## config.mk

```make
export PLATFORM = sky130hd
export DESIGN_NAME = vga_sync_monitor
export DESIGN_NICKNAME = d
export VERILOG_FILES = /design/src/rtl/vga_sync_monitor.sv
export SDC_FILE = /design/constraint.sdc
export NUM_CORES = 1
export LEC_CHECK = 0
export ABC_AREA = 1
export BUFFER_PORTS_ARGS = -buffer_cell sky130_fd_sc_hd__buf_2
export CAP_MARGIN = 30
export CORE_ASPECT_RATIO = 1.25
export CORE_MARGIN = 4
export CORE_UTILIZATION = 38
export DETAILED_ROUTE_END_ITERATION = 7
export PLACE_DENSITY = 0.62
export SLEW_MARGIN = 10
export SYNTH_ARGS = -nofsm -noshare
export SYNTH_HDL_FRONTEND = slang
export SYNTH_SLANG_ARGS = --single-unit
```

## constraint.sdc

```tcl
create_clock -name clk_100mhz -period 2.6 [get_ports clk_100mhz]
set_input_delay 0.13 -clock clk_100mhz [delete_from_list [all_inputs] [get_ports clk_100mhz]]
set_output_delay 0.13 -clock clk_100mhz [all_outputs]
set_load 0.01 [all_outputs]
```

## src/rtl/vga_sync_monitor.sv

```systemverilog
// Receive-side VGA timing checker: resynchronises h_sync/v_sync/rgb, measures line period,
// sync widths and lines per frame, and reports lock status plus sticky error flags.
module vga_sync_monitor #(
  parameter int CLK_PER_PIX = 4,
  parameter int H_TOTAL     = 800,
  parameter int H_SYNC      = 96,
  parameter int V_TOTAL     = 525,
  parameter int V_SYNC      = 2,
  parameter int TOL         = 2,
  parameter int SYNC_POL    = 0
) (
  input  logic        clk_100mhz,
  input  logic        rst,
  input  logic        h_sync,
  input  logic        v_sync,
  input  logic [2:0]  red,
  input  logic [2:0]  green,
  input  logic [1:0]  blue,
  input  logic        err_clr,
  output logic        locked,
  output logic        h_err,
  output logic        v_err,
  output logic        blank_err,
  output logic [15:0] h_period,
  output logic [10:0] v_lines,
  output logic [15:0] frame_cnt
);

  localparam int   H_PERIOD_CLK = H_TOTAL * CLK_PER_PIX;
  localparam int   H_WIDTH_CLK  = H_SYNC * CLK_PER_PIX;
  localparam int   H_TIMEOUT    = 2 * H_PERIOD_CLK;
  localparam logic POL          = (SYNC_POL != 0);

  typedef enum logic [1:0] {
    SEARCH  = 2'd0,
    ACQUIRE = 2'd1,
    LOCKED  = 2'd2
  } state_e;

  // Input resynchronisers; stage 3 is only the previous stage-2 value for edge detection.
  logic       hs_s1_q, hs_s2_q, hs_s3_q;
  logic       vs_s1_q, vs_s2_q, vs_s3_q;
  logic [7:0] rgb_s1_q, rgb_s2_q;

  state_e      state_q, state_d;
  logic [15:0] h_cnt_q, h_cnt_d;
  logic [10:0] line_cnt_q, line_cnt_d;
  logic [15:0] h_period_q, h_period_d;
  logic [10:0] v_lines_q, v_lines_d;
  logic [15:0] frame_cnt_q, frame_cnt_d;
  logic        locked_q, locked_d;
  logic        h_err_q, h_err_d;
  logic        v_err_q, v_err_d;
  logic        blank_err_q, blank_err_d;

  logic h_assert, h_deassert, v_assert, v_deassert;
  logic armed, h_timeout, h_evt, v_evt, blank_evt;

  function automatic logic out_of_tol(input logic [15:0] cnt, input int target);
    int diff;
    diff = int'(cnt) - target;
    return (diff > TOL) || (diff < -TOL);
  endfunction

  assign h_assert   = (hs_s2_q == POL) && (hs_s3_q != POL);
  assign h_deassert = (hs_s2_q != POL) && (hs_s3_q == POL);
  assign v_assert   = (vs_s2_q == POL) && (vs_s3_q != POL);
  assign v_deassert = (vs_s2_q != POL) && (vs_s3_q == POL);

  // Timing is only judged once a frame start has been seen; the timeout is the exception
  // because a dead h_sync must be reported even before acquisition.
  assign armed     = (state_q != SEARCH);
  assign h_timeout = (h_cnt_q == 16'(H_TIMEOUT));

  assign h_evt = h_timeout
               | (armed & h_assert   & out_of_tol(h_cnt_q, H_PERIOD_CLK))
               | (armed & h_deassert & out_of_tol(h_cnt_q, H_WIDTH_CLK));

  assign v_evt = (armed & v_assert   & (line_cnt_q != 11'(V_TOTAL)))
               | (armed & v_deassert & (line_cnt_q != 11'(V_SYNC)));

  assign blank_evt = (rgb_s2_q != 8'h00) && ((hs_s2_q == POL) || (vs_s2_q == POL));

  // NOTE: every *_d gets a default before any branch so no path leaves it unassigned (no latches).
  always_comb begin
    state_d     = state_q;
    h_cnt_d     = h_cnt_q;
    line_cnt_d  = line_cnt_q;
    h_period_d  = h_period_q;
    v_lines_d   = v_lines_q;
    frame_cnt_d = frame_cnt_q;

    if (h_assert) begin
      h_cnt_d    = 16'd1;
      h_period_d = h_cnt_q;
    end else if (h_cnt_q != 16'hFFFF) begin
      h_cnt_d = h_cnt_q + 16'd1;
    end

    // A coincident h edge is the first line of the new frame.
    if (v_assert) begin
      v_lines_d  = line_cnt_q;
      line_cnt_d = h_assert ? 11'd1 : 11'd0;
    end else if (h_assert && (line_cnt_q != 11'h7FF)) begin
      line_cnt_d = line_cnt_q + 11'd1;
    end

    case (state_q)
      SEARCH: begin
        if (!h_evt && v_assert) state_d = ACQUIRE;
      end
      ACQUIRE: begin
        if (h_evt || v_evt)  state_d = SEARCH;
        else if (v_assert)   state_d = LOCKED;
      end
      LOCKED: begin
        if (h_evt || v_evt) begin
          state_d = SEARCH;
        end else if (v_assert) begin
          frame_cnt_d = frame_cnt_q + 16'd1;
        end
      end
      default: state_d = SEARCH;
    endcase

    locked_d = (state_d == LOCKED);

    // A new error in the same cycle as err_clr keeps the flag set.
    h_err_d     = h_evt     | (h_err_q     & ~err_clr);
    v_err_d     = v_evt     | (v_err_q     & ~err_clr);
    blank_err_d = blank_evt | (blank_err_q & ~err_clr);
  end

  // NOTE: sequential state uses non-blocking assignments so all registers sample together.
  always_ff @(posedge clk_100mhz or posedge rst) begin
    if (rst) begin
      hs_s1_q  <= ~POL;
      hs_s2_q  <= ~POL;
      hs_s3_q  <= ~POL;
      vs_s1_q  <= ~POL;
      vs_s2_q  <= ~POL;
      vs_s3_q  <= ~POL;
      rgb_s1_q <= 8'h00;
      rgb_s2_q <= 8'h00;
    end else begin
      hs_s1_q  <= h_sync;
      hs_s2_q  <= hs_s1_q;
      hs_s3_q  <= hs_s2_q;
      vs_s1_q  <= v_sync;
      vs_s2_q  <= vs_s1_q;
      vs_s3_q  <= vs_s2_q;
      rgb_s1_q <= {red, green, blue};
      rgb_s2_q <= rgb_s1_q;
    end
  end

  always_ff @(posedge clk_100mhz or posedge rst) begin
    if (rst) begin
      state_q <= SEARCH;
    end else begin
      state_q <= state_d;
    end
  end

  always_ff @(posedge clk_100mhz or posedge rst) begin
    if (rst) begin
      h_cnt_q     <= 16'd0;
      line_cnt_q  <= 11'd0;
      h_period_q  <= 16'd0;
      v_lines_q   <= 11'd0;
      frame_cnt_q <= 16'd0;
      locked_q    <= 1'b0;
      h_err_q     <= 1'b0;
      v_err_q     <= 1'b0;
      blank_err_q <= 1'b0;
    end else begin
      h_cnt_q     <= h_cnt_d;
      line_cnt_q  <= line_cnt_d;
      h_period_q  <= h_period_d;
      v_lines_q   <= v_lines_d;
      frame_cnt_q <= frame_cnt_d;
      locked_q    <= locked_d;
      h_err_q     <= h_err_d;
      v_err_q     <= v_err_d;
      blank_err_q <= blank_err_d;
    end
  end

  assign locked    = locked_q;
  assign h_err     = h_err_q;
  assign v_err     = v_err_q;
  assign blank_err = blank_err_q;
  assign h_period  = h_period_q;
  assign v_lines   = v_lines_q;
  assign frame_cnt = frame_cnt_q;

endmodule
```

==> run summary, run 1 <==
status: completed
CP Capture Point: frame_cnt[5]
Synth Area in Compound Gates: 11.5%
clk slew on worst S/H paths: 0.07 ns
vias: 4022
initial antenna violation count: 0
Post-Synth Adder-Cell Area: 3.11%
first-pass GRT wire length: 18.5 mm
share of cells above drive strength 1: 16.7%
Ports: 60
Cell variety after synth: 39
TNS Setup: 0 ns
hold crit path type: input port to asynchronous set/reset pin
syn nets: 602
Slew headroom: 70.6%
post-synthesis simple-gate area fraction: 24.2%
drt drc: 0
Max Cap Viol: 0
area of the multi-input gates: 0.00197 mm²
worst-margin pin slew: 0.440 ns
Yosys top cell area share: 47.7%
post-synthesis mux area share: 0%
clock power share: 37.2%
mapped cell area: 0.00483 mm²
CP max stage delay: 0.43 ns
Avg WL per Cell: 13.1 µm
Worst Skew: 0.0120 ns
FF-to-FF setup slack: 0.31 ns
Seq cells post-synth: 98
crit path launch type: register
Logic pwr share: 15.4%
Switch Pwr: 1.09 mW
worst r2r src: h_cnt_q[7]
cells after synthesis: 577
peak supply drop: 432 µV
Critical Path RT: 2.88 ns
CP max-delay cell: dfrtp_1
CP dominant cell by count: nor2_1
Total GRT Usage: 15.6%
crit-path max FO: 11
Root Driver: clkbuf_16
Final Cycle Share: 88.0%
DRT iter0 DRCs: 151
core area: 0.0123 mm²
WS Path Type: register to register
most common cell after layout, fill and taps aside: nand2_1
unrepaired setup endpoints after global routing: no
total clock buffers created by CTS: 9
Die H: 134 µm
internal power: 2.62 mW
most frequent cells in the layout: nand2_1, dfrtp_1, inv_1
# fillers: 1244
dpl ws: 0.218 ns
Worst Path Buf+Inv: 1
critical-path cell list: buf_4 > ha_1 > nor2_1 > nand2_1 > nor2_1 > nand4_1 > nor2_1 > nor2_1 > nand2_2 > nand3_4 > nor2_4 > nand3_1 > nand2_1
row cnt: 45
Slew Limit Fails: 0
largest net degree at the start of global routing: 42
main combinational cell family by area after synthesis: simple AND/OR/NAND/NOR gates
static leakage: 2.84 nW
net switching fraction of the power: 29.3%
Critical Path Sink Type: register
vias in the first global route: 4020
gpl congestion: 0.859
fmax: 0.437 GHz
Starting Density: 39.3%
register share of total power: 47.3%
final hold violations: 0
CTS tree: yes
Ant. Diodes: 0
FF/Latch Area: 0.00246 mm²
largest area contributor in the netlist: dfrtp_1
warnings from Yosys: 0
# clock sinks: 98
final setup fails: 0
FF-to-FF End: frame_cnt[5]
Avg Vias per Cell: 4.88
Clock Latency Late Sink: 0.35 ns
GRT overflow: 0
minimum clock period: 2.29 ns
CTS max path bufs: 2
CP top delay family: simple AND/OR/NAND/NOR gates
full die area: 0.0146 mm²
first-pass iteration count of the detailed router: 5
instance count on the critical path: 13
wire length after detailed routing: 10.8 mm
Power Density: 641 mW/mm²
CP startpoint: h_cnt_q[7]
XOR/XNOR Fraction of Synth Area: 1.81%
# port buffers: 59
Worst R2R Path Depth: 13
setup ws final: 0.312 ns
sequential-to-total area share from yosys stat: 51.0%
crit path DAT: 2.57 ns
syn avg cell area: 8.36 µm²
Die Width: 109 µm
Final HPWL DP: 7.88 mm
Final #Nets: 680
cells taking the most area after synthesis: dfrtp_1, nand2_1, inv_1, o21ai_0, nand3_1
ANT nets after route: 0
Layout area overhead: 19.9%
H-tree Lvls: 3
-- synth_stat cells (all sizes together) --
cell and n:
a211oi 3, a21oi 19, a22o 1, a31oi 2, and2 1, buf 7
clkbuf 7, clkinv 2, dfrtp 92, dfstp 6, ha 12, inv 83
nand2 130, nand3 45, nand4 10, nor2 51, nor3 19, nor4 6
o211ai 2, o21ai 53, o21bai 13, o221a 2, o22ai 1, xnor2 1
xor2 9
-- area by class of cell --
class	instances	area share, %
Tap cell	164	3.55
Clock buffer	9	3.89
Sequential cell	98	42.5
Inverter	85	5.66
Clock inverter	7	1.45
Timing Repair Buffer	81	8.91
Multi-Input combinational cell	380	34.0
-- per-layer routing --
metal / global-route usage (%) / routed length (µm)
met1: 21.0 / 5050
met2: 25.6 / 5210
met3: 3.18 / 427
met4: 4.21 / 99
met5: 0 / 0
-- stage by stage --
step,instance area (µm²),total power [mW],std cells,hold slack (ns),util (%)
finish,5790,3.71,824,0.235,47.2
global route,5790,3.90,824,0.262,47.2
CTS,5760,3.75,823,0.352,46.9
detailed placement,5330,2.34,795,0.239,43.4
global placement,5330,2.32,795,0.237,43.4
floorplan,4830,2.13,577,0.134,-
-- registers in the layout, summed over array words and instances, names as in the netlist, 2 cells and up --
signal      cells
line_cnt_q     11
v_lines        11
h_period       16
rgb_s1_q        8
h_cnt_q        16
rgb_s2_q        8
state_q         2
frame_cnt      16
-- worst min-delay path by stage --
stage | start | end | slack, ns | cells past startpoint
after global placement | green[0] | rgb_s1_q[2] | 0.24 | 1
final | rst | rgb_s1_q[6] | 0.24 | 3
after CTS | rgb_s1_q[2] | rgb_s2_q[2] | 0.35 | 0
after floorplan | h_sync | hs_s1_q | 0.13 | 0
after global routing | rst | rgb_s1_q[6] | 0.26 | 3
after detailed placement | green[1] | rgb_s1_q[3] | 0.24 | 1
-- cells by family after synthesis --
family	after synthesis
and+or+nand+nor	262
buffers and inverters	99
DFF	98
AOI/OAI and AO/OA	96
adders and majority gates	12
xor gates and xnor gates	10
-- timing repair --
action / CTS / global route
gates resized for setup: 0 / 1
hold buffers: 12 / 0
setup endpoints to repair: 0 / 3
hold endpoints to repair: 43 / 0
buffers inserted: 0 / 0
-- power by group through the flow --
stage	Clock [mW]	Combinational, mW	Sequential (mW)
after floorplan	0	0.336	1.80
after global placement	0	0.544	1.78
after detailed placement	0	0.556	1.78
after CTS	1.42	0.573	1.76
after global routing	1.48	0.647	1.78
final	1.38	0.572	1.76
-- worst reg2reg max path, stage by stage (launching register included) --
cell and delay (ns):
dfrtp_1 0.43, buf_4 0.18, ha_1 0.23, nor2_1 0.09, nand2_1 0.11, nor2_1 0.17
nand4_1 0.12, nor2_1 0.11, nor2_1 0.05, nand2_2 0.13, nand3_4 0.12, nor2_4 0.26
nand3_1 0.13, nand2_1 0.08
Note: power is estimated with default switching activity, not from simulation.
==> inputs of run 2 (changes only) <==
Settings changed: REMOVE_ABC_BUFFERS set to 1.
==> run 2 against run 1 <==
Core utilization is 0.13 points lower. Sequential power about the same. Hold slack gained 0.11 ns. Fmax fell by 0.28%. Sequential share of layout area up 0.12 points. Combinational power up 0.9%. Global-route usage rose by 0.52 points. Flip-flop and latch count unchanged. Clock power hardly changed. Cell count did not move. Largest cell class unchanged.
==> run summary, run 2 (synthesis gave the netlist of run 1 again) <==
GRT overflow: 0 (unchanged)
WS Path Type: register to register
crit path launch type: register
DRT iter0 DRCs: 192 (+27%)
Worst Path Buf+Inv: 1 (unchanged)
TNS Setup: 0 ns (unchanged)
clk slew on worst S/H paths: 0.06 ns (about the same)
FF-to-FF setup slack: 0.31 ns (about the same)
Final Cycle Share: 88.2% (+0.24 points)
CP max-delay cell: dfrtp_1
vias in the first global route: 3962 (-1.4%)
# fillers: 1244 (unchanged)
Die H: 134 µm (unchanged)
Power Density: 639 mW/mm² (-0.30%)
peak supply drop: 353 µV (-18%)
Final HPWL DP: 8.11 mm (+3.0%)
Slew Limit Fails: 0 (unchanged)
final setup fails: 0 (unchanged)
# port buffers: 59 (unchanged)
critical-path cell list: inv_1 > ha_1 > nand2_4 > nand2_1 > nor2_1 > nand3_1 > nor2_1 > nand3_1 > a21oi_4 > nand3_4 > nor2_4 > nand3_1 > nand2_1
H-tree Lvls: 3 (unchanged)
Die Width: 109 µm (unchanged)
share of cells above drive strength 1: 16.5% (-0.15 points)
most common cell after layout, fill and taps aside: nand2_1
worst r2r src: h_cnt_q[8]
Avg Vias per Cell: 4.90 (+0.35%)
final hold violations: 0 (unchanged)
Slew headroom: 66.7% (-3.8 points)
first-pass iteration count of the detailed router: 4 (-1)
initial antenna violation count: 0 (unchanged)
Layout area overhead: 19.6%
CTS max path bufs: 2 (unchanged)
drt drc: 0 (unchanged)
vias: 4036 (+0.35%)
core area: 0.0123 mm² (unchanged)
FF-to-FF End: frame_cnt[11]
Clock Latency Late Sink: 0.34 ns (about the same)
Total GRT Usage: 16.1% (+0.52 points)
clock power share: 36.7% (-0.5 points)
hold_sp: rgb_s1_q[5]
largest net degree at the start of global routing: 46 (+9.5%)
most frequent cells in the layout: nand2_1, dfrtp_1, inv_1
internal power: 2.64 mW (+0.52%)
full die area: 0.0146 mm² (unchanged)
Avg WL per Cell: 13.4 µm (+2.7%)
Max Cap Viol: 0 (unchanged)
hold crit path type: register to register
Root Driver: clkbuf_16
Util after Layout: 47.0% (-0.13 points)
total clock buffers created by CTS: 9 (unchanged)
wire length after detailed routing: 11.1 mm (+2.7%)
Logic pwr share: 15.6% (+0.2 points)
status: completed
Post-CTS Setup Bufs: 0 (unchanged)
CP max stage delay: 0.46 ns (+0.03 ns)
WHS: 0.348 ns (+0.113 ns)
instance count on the critical path: 13 (unchanged)
ANT nets after route: 0 (unchanged)
Starting Density: 39.3% (unchanged)
gpl congestion: 0.937 (+9.1%)
crit-path max FO: 11 (unchanged)
hold path depth: 0
static leakage: 2.84 nW (+0.15%)
Worst R2R Path Depth: 13 (unchanged)
Critical Path RT: 2.87 ns (about the same)
Ant. Diodes: 0 (unchanged)
minimum clock period: 2.29 ns (+0.00632 ns)
Switch Pwr: 1.05 mW (-3.2%)
# clock sinks: 98 (unchanged)
Critical Path Sink Type: register
CP startpoint: h_cnt_q[8]
Final Non-Filler Cells: 824 (unchanged)
Worst Skew: 0.00881 ns (-0.00321 ns)
Tot Pwr: 3.69 mW (-0.58%)
CTS tree: yes
row cnt: 45 (unchanged)
unrepaired setup endpoints after global routing: no
worst-margin pin slew: 0.499 ns (+0.0591 ns)
Final #Nets: 680 (unchanged)
hold endpoint: rgb_s2_q[5]
crit path DAT: 2.57 ns (about the same)
CP dominant cell by count: nand3_1
CP top delay family: simple AND/OR/NAND/NOR gates
net switching fraction of the power: 28.5% (-0.78 points)
register share of total power: 47.7% (+0.4 points)
Ports: 60 (unchanged)
fmax: 0.436 GHz (-0.28%)
first-pass GRT wire length: 18.9 mm (+2.5%)
cell count after placement: 796 (+0.13%)
## run 2: cell types whose count changed in the layout (fill, tap and decap cells not counted), sizes merged
cell,change
clkinv,+3
clkinvlp,-3
clkbuf,+2
inv,-2
## run 2: final cells by class
type                            count  area (µm²)  share of cell area (%)
Clock buffer                       11         243                    4.21
Tap cell                          164         205                    3.56
Timing Repair Buffer               81         503                    8.71
Inverter                           85         327                    5.66
Sequential cell                    98        2460                    42.6
Clock inverter                      5        63.8                    1.11
Multi-Input combinational cell    380        1970                    34.1
## run 2: timing repair
| item | 4_1_cts | 5_1_grt |
|---|---|---|
| hold buffers | 12 | 0 |
| resized for setup | 0 | 1 |
| endpoints found under the hold margin | 46 | 0 |
| setup endpoints to repair | 0 | 10 |
## run 2: how the worst max path moves through the flow
| stage | end | slack, ns |
|---|---|---|
| after global routing | frame_cnt[3] | 0.05 |
| after CTS | frame_cnt[11] | 0.19 |
| after detailed placement | frame_cnt[5] | 0.21 |
| final | frame_cnt[11] | 0.31 |
| after floorplan | blank_err | -0.08 |
| after global placement | frame_cnt[15] | 0.28 |
## run 2: routing by layer
layer  part of all wire, %  global-route usage [%]  vias up  wire length (µm)
li1                      -                       -     2027                 -
met1                    44                    21.3     1906              4910
met2                    49                    26.1       85              5480
met3                   4.3                    3.18       18               471
met4                   1.9                    6.18        0               215
met5                     0                       0        -                 0
## run 2: power groups by stage
stage | logic [mW] | clock network, mW | registers, mW
after floorplan | 0.328 | 0 | 1.80
after global placement | 0.549 | 0 | 1.78
after detailed placement | 0.565 | 0 | 1.79
after CTS | 0.581 | 1.40 | 1.76
after global routing | 0.652 | 1.46 | 1.78
final | 0.577 | 1.35 | 1.76
## run 2: through the flow
stage | instance area (µm²) | setup slack (ns)
CTS | 5760 | 0.191
floorplan | 4750 | -0.0821
finish | 5770 | 0.306
global placement | 5340 | 0.282
global route | 5770 | 0.0459
detailed placement | 5340 | 0.213
